## config.mk

```make
export PLATFORM = sky130hd
export DESIGN_NAME = bus_stall_ctrl
export DESIGN_NICKNAME = d
export VERILOG_FILES = /design/src/rtl/bus_stall_ctrl_pkg.sv /design/src/rtl/bus_stall_ctrl_stall_encoder.sv /design/src/rtl/bus_stall_ctrl.sv
export SDC_FILE = /design/constraint.sdc
export NUM_CORES = 1
export LEC_CHECK = 0
export BUFFER_PORTS_ARGS = -buffer_cell sky130_fd_sc_hd__buf_4
export CAP_MARGIN = 20
export CORE_MARGIN = 3
export CORE_UTILIZATION = 54
export CTS_BUF_LIST = sky130_fd_sc_hd__clkbuf_4
export DETAILED_ROUTE_END_ITERATION = 6
export PLACE_DENSITY = 0.92
export SLEW_MARGIN = 15
export SYNTH_ARGS = -nofsm -noshare
export SYNTH_HDL_FRONTEND = slang
export SYNTH_SLANG_ARGS = --single-unit
```

## constraint.sdc

```tcl
create_clock -name clk -period 4.7 [get_ports clk]
set_input_delay 0.705 -clock clk [delete_from_list [all_inputs] [get_ports clk]]
set_output_delay 0.705 -clock clk [all_outputs]
set_load 0.02 [all_outputs]
```

## src/rtl/bus_stall_ctrl_pkg.sv

```systemverilog
// Shared encodings for the pipeline sequencer: stall vectors, FSM states,
// simple-bus widths and the per-bit stall levels.
package bus_stall_ctrl_pkg;

    localparam int BUS_DATA_BUS = 32;
    localparam int BUS_STRB_BUS = 4;

    localparam logic STOP     = 1'b1;
    localparam logic NOT_STOP = 1'b0;

    // Bit order: 0 PC, 1 IF, 2 ID, 3 EX, 4 MEM, 5 WB
    localparam logic [5:0] STALL_NONE = 6'b000000;
    localparam logic [5:0] STALL_IF   = 6'b000011;
    localparam logic [5:0] STALL_ID   = 6'b000111;
    localparam logic [5:0] STALL_EX   = 6'b001111;
    localparam logic [5:0] STALL_MEM  = 6'b011111;

    typedef enum logic [1:0] {
        IDLE     = 2'd0,
        IF_BUSY  = 2'd1,
        MEM_BUSY = 2'd2
    } state_e;

endpackage

```

## src/rtl/bus_stall_ctrl_stall_encoder.sv

```systemverilog
// Priority encoder from the four stall sources to the stall vector;
// the highest pipeline stage requesting a stall wins.
module stall_encoder
    import bus_stall_ctrl_pkg::*;
(
    input  logic       sreq_mem_i,
    input  logic       sreq_ex_i,
    input  logic       sreq_id_i,
    input  logic       sreq_if_i,
    output logic [5:0] stall_o
);

    always_comb begin
        stall_o = STALL_NONE;
        if (sreq_mem_i)     stall_o = STALL_MEM;
        else if (sreq_ex_i) stall_o = STALL_EX;
        else if (sreq_id_i) stall_o = STALL_ID;
        else if (sreq_if_i) stall_o = STALL_IF;
    end

endmodule

```

## src/rtl/bus_stall_ctrl.sv

```systemverilog
// Pipeline sequencer: arbitrates the single bus master between IF and MEM,
// holds completed results until the owning stage advances, and drives stall.
module bus_stall_ctrl
    import bus_stall_ctrl_pkg::*;
#(
    parameter int unsigned TIMEOUT_CYCLES = 256
) (
    input  logic                    clk,
    input  logic                    rst,
    input  logic                    stallreq_id,
    input  logic                    stallreq_ex,
    input  logic                    if_req,
    input  logic [31:0]             if_addr,
    output logic [BUS_DATA_BUS-1:0] if_rdata,
    input  logic                    mem_req,
    input  logic                    mem_we,
    input  logic [31:0]             mem_addr,
    input  logic [BUS_DATA_BUS-1:0] mem_wdata,
    input  logic [BUS_STRB_BUS-1:0] mem_wstrb,
    output logic [BUS_DATA_BUS-1:0] mem_rdata,
    output logic                    bus_req,
    output logic                    bus_we,
    output logic [31:0]             bus_addr,
    output logic [BUS_DATA_BUS-1:0] bus_wdata,
    output logic [BUS_STRB_BUS-1:0] bus_wstrb,
    input  logic                    bus_ready,
    input  logic [BUS_DATA_BUS-1:0] bus_rdata,
    output logic                    bus_err,
    output logic [5:0]              stall
);

    localparam logic [31:0] TO_LAST = 32'(TIMEOUT_CYCLES - 1);

    state_e                  state_q;
    logic                    bus_req_q, bus_we_q, bus_err_q;
    logic [31:0]             bus_addr_q, cnt_q;
    logic [BUS_DATA_BUS-1:0] bus_wdata_q, if_rdata_q, mem_rdata_q;
    logic [BUS_STRB_BUS-1:0] bus_wstrb_q;
    logic                    if_done_q, mem_done_q;

    logic                    sreq_if, sreq_mem, timeout_hit, access_end;
    logic [BUS_DATA_BUS-1:0] result_d;
    logic [5:0]              stall_enc;

    assign sreq_if  = if_req & ~if_done_q;
    assign sreq_mem = mem_req & ~mem_done_q;

    stall_encoder u_enc (
        .sreq_mem_i (sreq_mem),
        .sreq_ex_i  (stallreq_ex),
        .sreq_id_i  (stallreq_id),
        .sreq_if_i  (sreq_if),
        .stall_o    (stall_enc)
    );

    // The pipeline must not see a stall while the core is held in reset.
    assign stall = rst ? stall_enc : STALL_NONE;

    assign timeout_hit = (TIMEOUT_CYCLES != 0) && (cnt_q == TO_LAST) && !bus_ready;
    assign access_end  = bus_ready | timeout_hit;
    // Writes and aborted accesses leave 0 in the holding register.
    assign result_d    = (bus_ready && !bus_we_q) ? bus_rdata : '0;

    always_ff @(posedge clk or negedge rst) begin
        if (!rst) begin
            state_q     <= IDLE;
            bus_req_q   <= 1'b0;
            bus_we_q    <= 1'b0;
            bus_addr_q  <= '0;
            bus_wdata_q <= '0;
            bus_wstrb_q <= '0;
            bus_err_q   <= 1'b0;
            cnt_q       <= '0;
            if_rdata_q  <= '0;
            mem_rdata_q <= '0;
            if_done_q   <= 1'b0;
            mem_done_q  <= 1'b0;
        end else begin
            bus_err_q <= 1'b0;
            if (stall[1] == NOT_STOP) if_done_q  <= 1'b0;
            if (stall[4] == NOT_STOP) mem_done_q <= 1'b0;
            case (state_q)
                IDLE: begin
                    cnt_q <= '0;
                    if (sreq_mem) begin
                        bus_req_q   <= 1'b1;
                        bus_we_q    <= mem_we;
                        bus_addr_q  <= mem_addr;
                        bus_wdata_q <= mem_wdata;
                        bus_wstrb_q <= mem_wstrb;
                        state_q     <= MEM_BUSY;
                    end else if (sreq_if) begin
                        bus_req_q   <= 1'b1;
                        bus_we_q    <= 1'b0;
                        bus_addr_q  <= if_addr;
                        bus_wdata_q <= '0;
                        bus_wstrb_q <= '0;
                        state_q     <= IF_BUSY;
                    end
                end
                IF_BUSY, MEM_BUSY: begin
                    cnt_q <= cnt_q + 32'd1;
                    if (access_end) begin
                        bus_req_q <= 1'b0;
                        bus_err_q <= timeout_hit;
                        cnt_q     <= '0;
                        state_q   <= IDLE;
                        // A flushed requester gets nothing back and no done flag.
                        if (state_q == IF_BUSY && if_req) begin
                            if_rdata_q <= result_d;
                            if_done_q  <= 1'b1;
                        end
                        if (state_q == MEM_BUSY && mem_req) begin
                            mem_rdata_q <= result_d;
                            mem_done_q  <= 1'b1;
                        end
                    end
                end
                default: state_q <= IDLE;
            endcase
        end
    end

    assign bus_req   = bus_req_q;
    assign bus_we    = bus_we_q;
    assign bus_addr  = bus_addr_q;
    assign bus_wdata = bus_wdata_q;
    assign bus_wstrb = bus_wstrb_q;
    assign bus_err   = bus_err_q;
    assign if_rdata  = if_rdata_q;
    assign mem_rdata = mem_rdata_q;

endmodule

```

* Yosys cells after proc, flatten, opt, wreduce, memory -nomap -nowiden *
Cells that the tools add are included.

word-level totals
  logic and storage cells = 72
  input port bits = 140
  register bits after elaboration = 171
  output and inout bits = 141

cells by class
  bitwise logic cells = 5
  add/subtract/negate cells = 1
  reduce and logical (&&, ||, !) cells = 15
  mux-type cells = 34
  equality and inequality tests = 5

operators by type and width
  cell                                                              count
  32-bit two-way mux                                                6
  32-bit case mux with 2 select lines                               1
  32-bit by 1-bit adder with 32-bit output, second input constant   1
  32-bit by 8-bit == test with 1-bit output, second input constant  1
  6-bit two-way mux                                                 4
  1-bit two-way mux                                                 15
  3-bit AND reduction                                               3
  2-bit two-way mux                                                 4
  4-bit two-way mux                                                 2
  1-bit logical AND                                                 4
  2-bit case mux with 2 select lines                                1
  2-bit AND reduction                                               2
  2-bit nonzero test                                                2
  3-bit inequality test, second input constant                      1
  1-bit AND                                                         2
  2-bit by 1-bit == test with 1-bit output, second input constant   1
  2-bit == test, second input constant                              1
  1-bit logical NOT                                                 2
  2-bit logical NOT                                                 1
  2-bit inequality test, second input constant                      1
  1-bit inverter                                                    2
  1-bit case mux with 2 select lines                                1
  2-bit OR reduction                                                1
  1-bit OR                                                          1

* Longest topological paths before layout *
  depth in word-level cells = 11
  depth in mapped cells = 9
  mapped depth without buffers = 7

* Modules after synthesis *
A second synthesis with hierarchy kept.

unflattened totals
  cell total of the unflattened synthesis = 609
  area, all modules = 7,231.9 um^2

by module, submodules not included
  module          area an instance (um^2)  times used  cells each
  bus_stall_ctrl  7,185.6                  1           602
  stall_encoder   46.3                     1           7

* Least setup slack after synthesis *
OpenSTA, ideal clock, no wires.

  path type = input to output
  start = input port mem_req
  end = output port stall[1]
  setup slack = 2,326 ps
  cell stages on the path = 5
  arrival time = 1,669 ps
  cells stage by stage = nor2b_1 > o21a_1 > a21oi_1 > nand2_1 > buf_4

between the ends
  cells in the longest elaborated chain, start to end = 3

ends and longest elaborated chain
  item                RTL line                            RTL
  start: declaration  bus_stall_ctrl.sv:15                input logic mem_req,
  1-bit AND           bus_stall_ctrl.sv:46                assign sreq_mem = mem_req & ~mem_done_q;
  6-bit two-way mux   bus_stall_ctrl_stall_encoder.sv:15  if (sreq_mem_i) stall_o = STALL_MEM;
  6-bit two-way mux   bus_stall_ctrl.sv:57                assign stall = rst ? stall_enc : STALL_NONE;
  end: declaration    bus_stall_ctrl.sv:29                output logic [5:0] stall

No other way between the ends.

* Worst setup path after layout *
  start = register cnt_q[20]
  end = register cnt_q[25]

between the ends
  cells in the longest elaborated chain, start to end = 5

ends and longest elaborated chain
  item                                                                                              RTL line               RTL
  start: declaration                                                                                bus_stall_ctrl.sv:36   logic [31:0] bus_addr_q, cnt_q;
  start signal: assignment                                                                          bus_stall_ctrl.sv:102  cnt_q <= cnt_q + 32'd1;
  parallel branches: the longest is 3 deep, another holds 32-bit by 1-bit adder with 32-bit output  n/a
  32-bit two-way mux (*)                                                                            bus_stall_ctrl.sv:103  if (access_end) begin
  32-bit case mux with 2 select lines (*)                                                           bus_stall_ctrl.sv:82   case (state_q)

Every way passes the cells marked *.
A chain may end at the register's enable or synchronous reset.

==> impl_metrics.yaml <==
setup_path:
  startpoint_type: "register"
  crit_path_end_kind: "register"
  crit_type: "register to register"
  crit_arrival_ns: 3.23
  critPathRequiredTime_ns: 5.09
  path_max_fanout: 25
clocking:
  clockBufferDepth: 2
  cts_tree: "yes"
  cts_buffers: 17
  postCtsSetupBuffers: 0
  root_buffer: "clkbuf_4"
  post_cts_resized: 0
  cts.sinks: 171
  clk_pin_slew_ns: 0.15
  htreeDepth: 4
  clkLatencyLatePin_ns: 0.55
  holdBufCountCts: 0
global_route:
  first_global_vias: 6172
  gr-usage-met2_pct: 46.80
  use_met3_pct: 7.660
  use_met1_pct: 31.98
  antenna_found_initial: 1
  grt_start_max_net_pins: 76
  grt_pass1_wl_mm: 31.59
  grtUsageTotal_pct: 27.35
  overflow: 0
  grt.busiest_layer: "met2"
drt:
  vias_per_cell: 5.885
  dr.pass1.iters: 6
  avgRoutedWirePerCell_um: 19.33
  antenna_left: 0
  finalWirelength_mm: 20.28
  drcViolationCount: 0
  routed-via-count: 6173
  drt-initial-drc-count: 461
final_layout:
  final_util_pct: 75.11
  drive_above_1_share_pct: 37.33
  syn_to_final_growth_pct: 33.50
  layout_commonest_cell: "buf_4"
  most-common-layout-cells: "buf_4, dfrtp_1, a32o_1, nand2_1, a22o_1"
  nets: 1008
die:
  rows: 41
  die_h_um: 121.6
  initial_core_util_pct: 56.26
  io_pins: 281
  core_area_mm2: 0.01282
  die_x_um: 121.6
  die_area_mm2: 0.01479
timing:
  setup_viol: 0
  slew-limit-headroom_pct: 29.95
  fmax_mhz: 352.5
  rsz0062_at_grt: "false"
  timing.final.crit_period_ns: 2.837
  finalMaxSlewViolations: 0
  hold_violations: 0
  final.period_utilization_pct: 60.36
  skew_ns: 0.02091
  holdWs_ns: 0.06700
  tightest_slew_ns: 1.051
  tns_ns: 0
yosys:
  synth_seq_area_share_pct: 59.30
  async_flop_share_pct: 100.0
  synth_cell_types: 40
  synth_top_cell_by_area: "dfrtp_1"
  ys.flop_type: "dfrtp_1"
  netlist_area_mm2: 0.007216
  postSynthCellCount: 609
  synth.top_cell.area_share_pct: 59.30
  ys_ff_latch: 171
  yosysWarnings: 0
  syn_avg_cell_area_um2: 11.85
  yosys-top-cells-area: "dfrtp_1, a32o_1, a22o_1"
  syn_nets: 754
  synth-edff-count: 0
placement:
  gp_congestion: 0.9172
  dpl.hpwl_mm: 14.86
  portBuffers: 279
power:
  seqPwrFrac_pct: 40.8
  clock_power_share_pct: 12.8
  p_comb_share_pct: 46.4
  intPower_mw: 3.345
  swShare_pct: 41.09
  ir_drop_mv: 0.4667
  p_per_area_mw_per_mm2: 589.5
  p_sw_mw: 2.334
  p_leak_nw: 4.741
run:
  maxCapViolCount: 0
worst_hold_path:
  hold_path.class: "input pin to async pin"
run_status:
  status: "completed"
==> area by class of cell <==
type / count / area [um2]
multi-input combinational: 374 / 2688
fill: 835 / 3192
antenna: 1 / 2.502
timing repair buffer: 287 / 2166
tap: 172 / 215.2
sequential: 171 / 4279
clock buffer: 19 / 142.6
clock inverter: 13 / 95.09
inverter: 12 / 45.04
==> sequential cells by signal, indices dropped and copies added (netlist names) <==
signal	count
mem_done_q	1
if_rdata	32
bus_we	1
bus_req	1
cnt_q	32
state_q	2
bus_wdata	32
bus_err	1
if_done_q	1
bus_wstrb	4
mem_rdata	32
bus_addr	32
==> cell families after synthesis <==
logic type	Yosys count	synth area share, %
AOI/OAI and AO/OA	156	17.98
xor gates and xnor gates	25	3.035
adders and majority gates	5	0.8670
buffers and inverters	64	3.815
DFF	171	59.30
muxes	32	4.439
other	1	0.05197
and+or+nand+nor	155	10.51
==> critical path, cell delays in order, from the launching register on <==
cell and delay [ns]:
dfrtp_1 0.45, nor4_1 0.37, nand4_1 0.26, o31ai_4 0.56
nor2b_2 0.90, nor2_1 0.13
==> synth_stat cells, drive strengths merged, types with 3 or more instances <==
library cell  count
dfrtp           171
a32o             64
nand2            54
a22o             38
o21ai            35
nor2             34
clkbuf           32
mux2i            32
xnor2            21
buf              20
nor4             18
inv              12
nand4             9
nand3             8
and3              7
a21oi             6
and2              6
nor3              6
ha                5
a21o              4
xor2              4
and4              3
nand2b            3
nor2b             3
==> power groups by stage <==
stage / registers [mW] / logic, mW / clock network (mW)
after global routing: 2.37 / 2.81 / 0.819
after floorplan: 2.90 / 0.846 / 0
after detailed placement: 2.33 / 2.66 / 0
final: 2.31 / 2.63 / 0.730
after global placement: 2.30 / 2.55 / 0
after CTS: 2.31 / 2.66 / 0.756
==> metal layers <==
metal,part of all wire [%],vias up
met4,3.5,0
met5,0,-
met1,36,3011
met2,51,352
met3,9.0,53
li1,-,2757
==> stage by stage <==
stage | power (mW) | setup slack, ns | area (um2) | std cells
detailed placement | 4.994 | 1.861 | 9390 | 1016
finish | 5.679 | 1.863 | 9633 | 1049
global placement | 4.852 | 2.016 | 9375 | 1015
CTS | 5.722 | 1.847 | 9628 | 1048
floorplan | 3.745 | 2.326 | 7216 | 609
global route | 6.002 | 1.491 | 9633 | 1049
==> path summary, 6_finish.rpt <==
path / startpoint / to / slack (ns) / cells after the start
hold / removal: rst / cnt_q[14] / 0.07 / 1
setup / recovery: cnt_q[20] / cnt_q[25] / 1.86 / 5
setup reg to reg: cnt_q[20] / cnt_q[25] / 1.86 / 5
hold reg to reg: bus_addr[25] / bus_addr[25] / 0.50 / 2
min in group clk: mem_we / bus_we / 0.36 / 2
max in group asynchronous: rst / bus_addr[18] / 2.68 / 3
No activity file was read; power rests on OpenSTA's default activity.
